==> config.mk <==
export PLATFORM = sky130hd
export DESIGN_NAME = s2p_rx
export DESIGN_NICKNAME = d
export VERILOG_FILES = /design/src/rtl/s2p_pkg.sv /design/src/rtl/zero_run_det.sv /design/src/rtl/s2p_rx.sv
export SDC_FILE = /design/constraint.sdc
export NUM_CORES = 1
export LEC_CHECK = 0
export BUFFER_PORTS_ARGS = -buffer_cell sky130_fd_sc_hd__buf_2
export CELL_PAD_IN_SITES_DETAIL_PLACEMENT = 1
export CELL_PAD_IN_SITES_GLOBAL_PLACEMENT = 2
export CORE_MARGIN = 2
export CORE_UTILIZATION = 34
export DETAILED_ROUTE_END_ITERATION = 8
export GPL_ROUTABILITY_DRIVEN = 0
export PLACE_DENSITY_LB_ADDON = 0.1
export SKIP_CTS_REPAIR_TIMING = 1
export SYNTH_ARGS = -nofsm -noshare
export SYNTH_HDL_FRONTEND = slang
export SYNTH_SLANG_ARGS = --single-unit
==> constraint.sdc <==
create_clock -name SCLK -period 1.49 [get_ports SCLK]
set_input_delay 0.298 -clock SCLK [delete_from_list [all_inputs] [get_ports SCLK]]
set_output_delay 0.298 -clock SCLK [all_outputs]
set_load 0.005 [all_outputs]
==> src/rtl/s2p_pkg.sv <==
// s2p_pkg: shared types and defaults for the MSDAP serial-to-parallel receiver.
// Receiver state encoding and default parameter values live here so the top
// and the optional zero-run detector agree on them.
package s2p_pkg;

    typedef enum logic [0:0] {
        RX_IDLE  = 1'b0,
        RX_SHIFT = 1'b1
    } rx_state_e;

    localparam int S2P_DEFAULT_WIDTH    = 16;
    localparam int S2P_DEFAULT_ZERO_RUN = 800;

endpackage

==> src/rtl/zero_run_det.sv <==
// zero_run_det: counts consecutive all-zero completed words and raises sleep
// once ZERO_RUN of them have been seen in a row. Only built into s2p_rx when
// S2P_ZERO_DETECT_EN is defined.
module zero_run_det
    import s2p_pkg::*;
#(
    parameter int ZERO_RUN = S2P_DEFAULT_ZERO_RUN
) (
    input  logic SCLK,
    input  logic CLR_N,
    input  logic word_valid,
    input  logic word_is_zero,
    output logic sleep
);

    localparam int CNT_W = $clog2(ZERO_RUN + 1);
    localparam logic [CNT_W-1:0] RUN_MAX = CNT_W'(ZERO_RUN);
    localparam logic [CNT_W-1:0] RUN_PRE = CNT_W'(ZERO_RUN - 1);

    logic [CNT_W-1:0] run_cnt;

    // Saturating run counter; sleep is set on the word that completes the run and cleared by any nonzero word.
    always_ff @(posedge SCLK) begin
        if (!CLR_N) begin
            run_cnt <= '0;
            sleep   <= 1'b0;
        end else if (word_valid) begin
            if (word_is_zero) begin
                if (run_cnt != RUN_MAX) begin
                    run_cnt <= run_cnt + CNT_W'(1);
                end
                sleep <= (run_cnt >= RUN_PRE);
            end else begin
                run_cnt <= '0;
                sleep   <= 1'b0;
            end
        end
    end

endmodule

==> src/rtl/s2p_rx.sv <==
// s2p_rx: frame-aligned, MSB-first serial-to-parallel receiver for MSDAP.
// A word starts on FRAME, completes WIDTH bits later with a one-cycle VALID,
// and a FRAME seen mid-word aborts the partial word with a FRAME_ERR pulse
// and restarts capture on that bit.
// Optional feature: define S2P_ZERO_DETECT_EN to add the ZERO_SLEEP output
// driven by a consecutive zero-word counter (zero_run_det).
module s2p_rx
    import s2p_pkg::*;
#(
    parameter int WIDTH = S2P_DEFAULT_WIDTH
`ifdef S2P_ZERO_DETECT_EN
    , parameter int ZERO_RUN = S2P_DEFAULT_ZERO_RUN
`endif
) (
    input  logic             SCLK,
    input  logic             CLR_N,
    input  logic             FRAME,
    input  logic             DATAIN,
    output logic [WIDTH-1:0] PDATAOUT,
    output logic             VALID,
    output logic             BUSY,
    output logic             FRAME_ERR
`ifdef S2P_ZERO_DETECT_EN
    , output logic           ZERO_SLEEP
`endif
);

    localparam int CNT_W = (WIDTH > 2) ? $clog2(WIDTH) : 1;
    localparam logic [CNT_W-1:0] LAST_CNT = CNT_W'(WIDTH - 1);

    localparam logic [0:0] ST_IDLE  = RX_IDLE;
    localparam logic [0:0] ST_SHIFT = RX_SHIFT;

    logic [0:0]       state;
    logic [CNT_W-1:0] count;
    logic [WIDTH-2:0] shift_reg;
    logic             word_done;
    logic [WIDTH-1:0] next_word;

    // Detect the cycle in which the final bit of a well-framed word arrives.
    always_comb begin
        word_done = (state == ST_SHIFT) && !FRAME && (count == LAST_CNT);
        next_word = {shift_reg, DATAIN};
    end

    // Receiver FSM, shift register and registered outputs.
    always_ff @(posedge SCLK) begin
        if (!CLR_N) begin
            state     <= ST_IDLE;
            count     <= '0;
            shift_reg <= '0;
            PDATAOUT  <= '0;
            VALID     <= 1'b0;
            FRAME_ERR <= 1'b0;
        end else begin
            VALID     <= 1'b0;
            FRAME_ERR <= 1'b0;
            if (FRAME) begin
                if (state == ST_SHIFT) begin
                    FRAME_ERR <= 1'b1;
                end
                shift_reg <= (WIDTH-1)'(DATAIN);
                count     <= CNT_W'(1);
                state     <= ST_SHIFT;
            end else if (word_done) begin
                PDATAOUT  <= next_word;
                VALID     <= 1'b1;
                shift_reg <= '0;
                count     <= '0;
                state     <= ST_IDLE;
            end else if (state == ST_SHIFT) begin
                shift_reg <= (shift_reg << 1) | (WIDTH-1)'(DATAIN);
                count     <= count + CNT_W'(1);
            end
        end
    end

    // A word is in flight whenever the FSM is collecting bits.
    always_comb begin
        BUSY = (state == ST_SHIFT);
    end

`ifdef S2P_ZERO_DETECT_EN
    zero_run_det #(
        .ZERO_RUN     (ZERO_RUN)
    ) u_zero_run_det (
        .SCLK         (SCLK),
        .CLR_N        (CLR_N),
        .word_valid   (word_done),
        .word_is_zero (next_word == '0),
        .sleep        (ZERO_SLEEP)
    );
`endif

endmodule
==> out/results.ini <==
[run_status]
status=completed

[pwr]
leakagePower_nw=0.7154
seqPwrFrac=0.554
internal_power_mw=1.440
clkPwrFrac=0.391
ir_drop_v=0.0004869
netSwitchingFraction=0.2265
p_comb_frac=0.054
power-per-cell-area_nw_per_um2=1045
p_sw_mw=0.4217

[flow_run]
maxCapViolations=0

[logic_synthesis]
synth_top_area_frac=0.5033
syn-num-nets=155
async_flop_share=0
synth_most_common_cell=dfxtp_1
synth_area_leaders=dfxtp_1 (50%), mux2i_1 (21%), nand2_1 (8.2%)
yosysWarnings=0
synthCells=150
syn_area_um2=1511
ys_types=23
ys_ff_latch=38
synth_top_area_cell=dfxtp_1
synth_ff_type=dfxtp_1
synth_common_cells=dfxtp_1 (38), nand2_1 (33), mux2i_1 (31)
yosysSeqAreaShare=0.5033
synth.avg_cell_area_um2=10.08
synth_edf_count=0

[worst_setup_path]
cp.arrival_ns=1.09
endpoint_kind=output port
startpoint_type=flip-flop
critPathKind=reg -> out
critPathRequiredTime_ns=1.19
cp_max_fo=13

[timing]
skew_ns=0.003731
slew_headroom=0.7956
rsz0062_at_grt=false
min_period_over_period=0.9296
drv_slew=0
final.setup.tns_ns=0
max_freq_mhz=722.0
hold_viol_final=0
period_needed_ns=1.385
setup_violations=0
fin_ws_ns=0.1049
worst_slew_pin_slew_ns=0.3028

[clock_tree]
root_buffer=clkbuf_8
cts_tree=built
numCtsBuffers=5
clk_latency_ns=0.29
clock_path_buffers=2
cts_num_sinks=38
clk_pin_slew_ns=0.07
cts_max_level=2

[die]
start_util=0.3495
core_region_area_um2=4324
rows=24
die_y_um=70.68
ios=23
die_w_um=70.68
die_area_um2=4995

[place]
dp_hpwl_um=2030
numPortBuffers=22
dp_slack_ns=0.08935
dp_cells=219

[layout]
antenna-diode-count=0
largest_reg_flops=16
fin_util=0.4120
final_layout_size_suffix_gt1_frac=0.2216
nFillCells=514
fin_cells=228
fin_nets=180
area_growth_pct=17.88

[detailed_routing]
wl_per_cell_um=13.23
drc_errors=0
drt-total-wl_um=3017
first_pass_iters=2
ant_nets=0
drt-vias-per-instance=4.728
drt_iter0_markers=37
num_vias=1078

[global_route]
grt_first_pass_wirelength_um=5382
gr-total-overflow=0
grt_max_degree=32
grt_pass1_vias=1115
grt_antenna_before_repair=0
grt_usage=0.1381

[hold_path]
worstHoldPathType=in -> reg

-- path summary, 6_finish.rpt --
kind,from,end,slack (ns),cells past startpoint
worst max-delay path,BUSY$_SDFFE_PN0P_,BUSY,0.10,2
worst min-delay path,DATAIN,PDATAOUT[0]$_SDFFE_PN0P_,0.28,3
worst max register to register,count[0]$_SDFFE_PN0P_,PDATAOUT[12]$_SDFFE_PN0P_,0.14,5
worst min register to register,PDATAOUT[0]$_SDFFE_PN0P_,PDATAOUT[0]$_SDFFE_PN0P_,0.46,2
-- cells by family after synthesis --
kind of cell / Yosys count / synth area share
AO/OA/AOI/OAI: 4 / 0.01739
XOR/XNOR: 2 / 0.01159
adder cells (fa/ha/maj): 1 / 0.008277
buffers and inverters: 12 / 0.05877
flip-flops: 38 / 0.5033
multiplexers: 31 / 0.2053
AND/OR/NAND/NOR: 62 / 0.1954
-- worst max-delay path, stage by stage (launching register included) --
cell and delay (ns):
dfxtp_1 0.39, buf_4 0.26, buf_2 0.15
-- placed cells by master, fill, tap and decap left out --
| cell type | instances |
|---|---|
| clkbuf_8 | 6 |
| mux2i_1 | 31 |
| a21oi_1 | 2 |
| buf_12 | 3 |
| nand4_1 | 2 |
| nand2_1 | 33 |
| xor2_1 | 2 |
| and3_1 | 1 |
| dfxtp_1 | 38 |
| clkinv_2 | 1 |
| inv_1 | 2 |
| o311ai_0 | 1 |
| nand4_4 | 1 |
| nand2b_4 | 1 |
| nor2b_1 | 1 |
| nor2_1 | 18 |
| nand3b_1 | 1 |
| buf_2 | 22 |
| a21boi_0 | 1 |
| nand2b_1 | 1 |
| clkbuf_1 | 1 |
| buf_4 | 3 |
| ha_2 | 1 |
| nor2_8 | 1 |
| nand3_1 | 2 |
-- metal layers --
layer / wire length (um) / up-vias / GRT usage
li1: - / 543 / -
met1: 1397 / 507 / 0.1665
met5: 0 / - / 0
met3: 154 / 6 / 0.04986
met2: 1420 / 22 / 0.2306
met4: 45 / 0 / 0.04403
-- layout make-up --
class | instances | area, um2 | area share
flip-flops and latches | 38 | 760.7 | 0.4270
repair buffers | 28 | 192.7 | 0.1081
clock buffers | 7 | 86.33 | 0.04846
inverters | 2 | 7.507 | 0.004213
clock inverters | 1 | 5.005 | 0.002809
multi-input cells | 100 | 664.4 | 0.3729
well taps | 52 | 65.06 | 0.03652
-- power by group through the flow --
stage / logic (mW) / clock network (mW) / registers, mW
final: 0.101 / 0.728 / 1.03
after global routing: 0.113 / 0.808 / 1.03
after CTS: 0.104 / 0.762 / 1.03
after detailed placement: 0.104 / 0 / 1.06
after global placement: 0.102 / 0 / 1.05
after floorplan: 0.0750 / 0 / 1.05
-- per-stage QoR --
step | hold slack (ns) | power [mW] | instance area [um2]
3_3_place_gp | 0.4414 | 1.157 | 1680
3_5_place_dp | 0.4469 | 1.160 | 1680
5_1_grt | 0.2944 | 1.954 | 1782
2_1_floorplan | 0.4294 | 1.128 | 1511
6_report | 0.2843 | 1.861 | 1782
4_1_cts | 0.2724 | 1.898 | 1772
(Power assumes the default switching activity.)
